<file path="config.mk">
export PLATFORM = sky130hd
export DESIGN_NAME = instruction_fetch
export DESIGN_NICKNAME = d
export VERILOG_FILES = /design/src/rtl/instruction_fetch.sv
export SDC_FILE = /design/constraint.sdc
export NUM_CORES = 1
export LEC_CHECK = 0
export CAP_MARGIN = 5
export CORE_AREA = 2 2 88 90
export CTS_BUF_LIST = sky130_fd_sc_hd__clkbuf_4
export DETAILED_ROUTE_END_ITERATION = 10
export DIE_AREA = 0 0 90 92
export DONT_BUFFER_PORTS = 1
export PLACE_DENSITY = 0.79
export SLEW_MARGIN = 20
export SYNTH_ARGS = -nofsm -noshare
export SYNTH_HDL_FRONTEND = slang
export SYNTH_SLANG_ARGS = --single-unit
</file>
<file path="constraint.sdc">
create_clock -name i_clk -period 5.8 [get_ports i_clk]
set_input_delay 1.16 -clock i_clk [delete_from_list [all_inputs] [get_ports i_clk]]
set_output_delay 1.16 -clock i_clk [all_outputs]
set_load 0.005 [all_outputs]
</file>
<file path="src/rtl/instruction_fetch.sv">
// Fetch stage: owns the PC, fetches one word per instruction over a req/ready,
// rvalid/rdata memory interface and holds it for decode until consumed.
`ifndef INST_WIDTH
`define INST_WIDTH 32
`endif

module instruction_fetch #(
  parameter logic [`INST_WIDTH-1:0] RESET_PC = 32'h0000_0000
) (
  input  logic                   i_clk,
  input  logic                   i_rst,
  input  logic                   i_stall,
  input  logic                   i_redirect,
  input  logic [`INST_WIDTH-1:0] i_redirect_pc,
  output logic                   o_imem_req,
  output logic [`INST_WIDTH-1:0] o_imem_addr,
  input  logic                   i_imem_ready,
  input  logic                   i_imem_rvalid,
  input  logic [`INST_WIDTH-1:0] i_imem_rdata,
  output logic                   o_inst_valid,
  output logic [`INST_WIDTH-1:0] o_inst,
  output logic [6:0]             o_opcode,
  output logic [`INST_WIDTH-1:0] o_pc,
  output logic [`INST_WIDTH-1:0] o_pc_plus4,
  output logic                   o_fault,
  output logic [2:0]             o_dbg_state
);

  typedef enum logic [2:0] {
    S_IDLE  = 3'd0,
    S_REQ   = 3'd1,
    S_WAIT  = 3'd2,
    S_HOLD  = 3'd3,
    S_FAULT = 3'd4
  } state_e;

  localparam logic [`INST_WIDTH-1:0] NOP = 32'h0000_0013;

  state_e                   state_q;
  logic [`INST_WIDTH-1:0]   pc_q;
  logic [`INST_WIDTH-1:0]   inst_q;
  logic                     req_q;
  logic                     inst_valid_q;
  logic                     fault_q;
  logic [`INST_WIDTH-1:0]   pc_plus4;
  logic [`INST_WIDTH-1:0]   next_pc_d;

  assign pc_plus4  = pc_q + 32'd4;
  assign next_pc_d = i_redirect ? i_redirect_pc : pc_plus4;

  // Handshakes: a request transfers on a cycle with o_imem_req && i_imem_ready,
  // address held stable until then; the response transfers on any cycle with
  // i_imem_rvalid while waiting for it. Decode consumes o_inst on any cycle with
  // o_inst_valid && !i_stall.
  always_ff @(posedge i_clk or posedge i_rst) begin
    if (i_rst) begin
      state_q      <= S_IDLE;
      pc_q         <= RESET_PC;
      inst_q       <= NOP;
      req_q        <= 1'b0;
      inst_valid_q <= 1'b0;
      fault_q      <= 1'b0;
    end else begin
      case (state_q)
        S_IDLE: begin
          state_q <= S_REQ;
          req_q   <= 1'b1;
        end
        S_REQ: begin
          if (i_imem_ready) begin
            state_q <= S_WAIT;
            req_q   <= 1'b0;
          end
        end
        S_WAIT: begin
          if (i_imem_rvalid) begin
            inst_q       <= i_imem_rdata;
            inst_valid_q <= 1'b1;
            state_q      <= S_HOLD;
          end
        end
        S_HOLD: begin
          if (!i_stall) begin
            inst_valid_q <= 1'b0;
            // A misaligned target is fatal; the PC keeps the faulting instruction.
            if (next_pc_d[1:0] != 2'b00) begin
              state_q <= S_FAULT;
              fault_q <= 1'b1;
            end else begin
              pc_q    <= next_pc_d;
              state_q <= S_REQ;
              req_q   <= 1'b1;
            end
          end
        end
        S_FAULT: begin
          state_q <= S_FAULT;
        end
        default: begin
          state_q <= S_FAULT;
          fault_q <= 1'b1;
        end
      endcase
    end
  end

  assign o_imem_req   = req_q;
  assign o_imem_addr  = pc_q;
  assign o_inst_valid = inst_valid_q;
  assign o_inst       = inst_q;
  assign o_opcode     = inst_q[6:0];
  assign o_pc         = pc_q;
  assign o_pc_plus4   = pc_plus4;
  assign o_fault      = fault_q;
  assign o_dbg_state  = state_q;

endmodule
</file>
# Word level (Yosys, flattened, before mapping)

Index checks and enable logic that the tools add are counted.

Register bits: 70
Input port bits: 70
Output and inout port bits: 141
Word-level logic and storage cells: 46

$add $sub $neg: 1
Eq/ne operators: 9
Mux-type cells: 16
Bitwise operators: 3
Reduce and logical (&&, ||, !) cells: 11

Operator list:

| kind                    | count |
|---|---|
| $add A32 B3 Y32 const B | 1 |
| $mux W32                | 1 |
| $mux W3                 | 4 |
| $pmux W3 S4             | 1 |
| $reduce_and A3 Y1       | 4 |
| $ne A2 B2 Y1 const B    | 5 |
| $mux W1                 | 7 |
| $eq A3 B2 Y1 const B    | 2 |
| $pmux W1 S2             | 2 |
| $reduce_and A4 Y1       | 1 |
| $reduce_bool A2 Y1      | 2 |
| $reduce_or A4 Y1        | 1 |
| $eq A3 B1 Y1 const B    | 1 |
| $eq A3 B3 Y1 const B    | 1 |
| $logic_not A3 Y1        | 1 |
| $not A1 Y1              | 3 |
| $pmux W1 S3             | 1 |
| $reduce_bool A3 Y1      | 1 |
| $reduce_and A2 Y1       | 1 |

# Logic depth before layout (Yosys ltp)

Word-level depth: 6
Depth in mapped cells: 8

# Least setup slack after synthesis

OpenSTA, ideal clock, no wires.

Path type: register -> output
Start: register pc_q[3], in the netlist o_imem_addr[3]
End: output port o_pc_plus4[24]
Data arrival time: 1.600 ns
Required time: 4.640 ns
Slack: 3.040 ns
Stages on the path, launching flop included: 6
Path through: dfrtp_1 > ha_1 > nand2_1 > nor3_2 > and3_1 > xor2_1

Longest elaborated chain between the ends: 1

RTL lines:

| what                   | line | text |
|---|---|---|
| from (decl)            | 40   | `` logic [`INST_WIDTH-1:0] pc_q; `` |
| from (signal assigned) | 90   | `pc_q <= next_pc_d;` |
| $add A32 B3 Y32        | 48   | `assign pc_plus4 = pc_q + 32'd4;` |
| to (decl)              | 24   | `` output logic [`INST_WIDTH-1:0] o_pc_plus4, `` |

Every way passes these cells.

# Worst setup path after layout

Start: register pc_q[3], in the netlist o_imem_addr[3]
End: output port o_pc_plus4[26]

The elaborated chain is that of the path after synthesis.

==> out/qor.csv <==
stage,metric,value,unit
timing,setup_viol,0,
synthesis,netlist_instances,456,
synthesis,synth_top_cell_area_share,36.41,%
route,drc,0,
timing,clock_skew,20.00,ps
floorplan,io_pins,211,
timing,finalCriticalPeriod,3603,ps
global_routing,grt_max_degree,73,
synthesis,synth_edf_count,0,
clock_network,h-tree-depth,3,
run_status,status,completed,
hold_path,min-delay-path-class,flip-flop to flip-flop,
global_routing,grtUsageTotal,24.89,%
final_layout,final_cells,504,
clock_network,cts-buffers-inserted,9,
worst_setup_path,startpoint,o_imem_addr[3],
timing,maxSlewHeadroom,46.04,%
synthesis,synth-seq-cells,70,
final_layout,fill_cells,649,
floorplan,start_util,61.83,%
final_layout,seqCellArea,1755,µm²
final_layout,multi_input_area,2271,µm²
worst_setup_path,setup.worst_path.end_class,output port,
hold_path,worstHoldPathCells,1,
place,globalplace.congestion,0.8818,
place,place_hpwl,7587,µm
timing,fin_tns_setup,0,ps
timing,rsz0062_at_grt,false,
synthesis,synth_nets,527,
clock_network,cts-root-buf,clkbuf_4,
clock_network,clk_pin_slew,120,ps
synthesis,yosysUniqueCellTypes,66,
place,port-buffer-count,0,
final_layout,drive_gt1_share,19.90,%
route,drt_first_pass_iters,5,
worst_setup_path,required,4640,ps
synthesis,avgSynthCellArea,10.10,µm²
route,drtIter0Drc,218,
synthesis,async_flop_share,100.0,%
route,avgViaCountPerCell,6.556,
final_layout,areaGrowthSynthToFinish,-4.239,%
floorplan,dieArea,8280,µm²
synthesis,ys_top_cells_by_area,"dfrtp_1, mux2_2, buf_4, xnor2_1, mux2i_1",
power_and_ir_drop,vdd_drop_max,0.09439,mV
global_routing,globalRoute.busiestLayer,met2,
synthesis,synthMostInstantiatedCell,dfrtp_1,
route,num_vias,3304,
global_routing,gr-usage-met2,41.04,%
route,ant_nets,0,
power_and_ir_drop,power.density,206.9,nW/µm²
global_routing,grt_pass1_wl,16290,µm
floorplan,fp-row-count,32,
worst_setup_path,crit_arrival,2440,ps
floorplan,coreArea,7447,µm²
clock_network,cts_tree,built,
clock_network,postCtsHoldBufs,0,
timing,final.period_utilization,62.12,%
clock_network,clkSinkCount,70,
job,max-cap-violations,0,
route,post_drt_wl_per_cell,20.76,µm
global_routing,met3_usage,7.724,%
synthesis,yosys-top-cells-count,"dfrtp_1, buf_4, mux2_2",
timing,finalMaxSlewViolations,0,
route,wl,10470,µm
clock_network,cts_buffer_depth,2,
clock_network,post_cts_buffers,0,
timing,final_hold_viol_count,0,
worst_setup_path,cp_max_fo,6,
clock_network,cts_resized,0,
final_layout,num_antenna_cells,0,
power_and_ir_drop,leakage,0.001853,µW
timing,worstMarginPinSlew,809.4,ps
synthesis,synthFlopType,dfrtp_1,
timing,fmax,0.2775,GHz
final_layout,finalNetCount,468,
synthesis,netlist_area,4604,µm²
worst_setup_path,worstSetupPathType,flip-flop to output port,
global_routing,grt_pass1_vias,3076,
synthesis,synth_seq_area_share,38.13,%
place,dp.cells,488,
synthesis,yosys_warnings,0,
floorplan,die_w,90,µm
worst_setup_path,rr_startpoint,o_dbg_state[0],
global_routing,grt_antenna_before_repair,0,
floorplan,die_y,92,µm
synthesis,synth_top_area_cell,dfrtp_1,
clock_network,clock_latency,410,ps
hold_path,min-delay-start,o_inst[24],
worst_setup_path,r2r_cells,4,
global_routing,grt_overflow,0,
global_routing,gr-usage-met1,30.77,%
worst_setup_path,startpoint_type,flip-flop,
==> kinds of logic after synthesis <==
group / share of synthesized area [%]
and+or+nand+nor: 19.81
DFF: 38.13
xor gates and xnor gates: 5.136
AOI/OAI and AO/OA: 12.36
buffers and inverters: 12.69
muxes: 11.60
adders and majority gates: 0.2717
==> routing by layer <==
metal / vias up / wire length (µm)
met5: - / 0
met4: 0 / 225
met3: 21 / 886
met2: 172 / 5098
met1: 1610 / 4255
li1: 1501 / -
==> through the flow <==
stage                     util [%]  total power (µW)  cell area [µm²]  hold WS, ps  setup WS [ps]
after global placement       56.94             555.1             4240        502.3           2724
after CTS                    59.21             923.6             4409        551.3           2198
after global routing         59.21             949.8             4409        571.6           2014
final                        59.21             912.4             4409        546.3           2197
after detailed placement     56.94             557.3             4240        524.4           2690
after floorplan                  -             557.3             4604        472.3           2877
==> sequential cells by signal, summed over array words and instances (netlist names) <==
name and cells:
o_dbg_state 3, o_fault 1, o_imem_addr 32, o_imem_req 1, o_inst 32, o_inst_valid 1
==> critical path, stage by stage, from the launching register on <==
cell and delay (ps):
dfrtp_1 510, ha_1 320, nand2_1 250, nor2_1 480
nand4_1 220, xnor2_1 250
==> where the power goes <==
part	leakage, µW	switching [µW]	total, µW	internal [µW]
logic	0.000897	19.5	36.3	16.7
registers	0.000868	9.86	510	500
clock network	0.0000876	183	366	183
==> path summary, 6_finish.rpt <==
check / end / slack, ps
setup / recovery: o_pc_plus4[26] / 2200
hold / removal: o_inst[24] / 550
setup reg to reg: o_imem_addr[16] / 3310
hold reg to reg: o_inst[24] / 550
max in group asynchronous: o_imem_addr[7] / 4120
min in group asynchronous: o_inst[13] / 730
==> placed cells by master, fill, tap and decap left out, drive strengths merged, types with 2 or more instances in the layout <==
cell type	netlist	routed
and3	9	9
dfrtp	67	67
nor2	19	19
xnor2	19	19
clkbuf	13	10
a211o	2	2
and4	9	9
o211ai	9	9
nand2	28	28
nand4	12	12
o311ai	3	3
a311o	7	7
nor3b	3	3
or2	2	2
and2	11	11
nor3	8	8
o21ai	18	18
o2bb2ai	7	7
nand3	21	21
dfstp	3	3
inv	17	19
mux2	35	35
a21oi	6	6
o31ai	3	3
nand2b	2	2
nor4	12	12
bufinv	0	2
a22oi	5	5
a41o	4	4
or3	6	6
buf	60	3
mux2i	14	14
xor2	8	8
==> layout make-up <==
type | instances | area share, %
Multi-Input combinational cell | 296 | 51.50
Sequential cell | 70 | 39.81
Tap cell | 102 | 2.894
Clock inverter | 6 | 2.128
Clock buffer | 10 | 1.703
Inverter | 17 | 1.447
Timing Repair Buffer | 3 | 0.5108
Power figures use the tool's default switching activity.
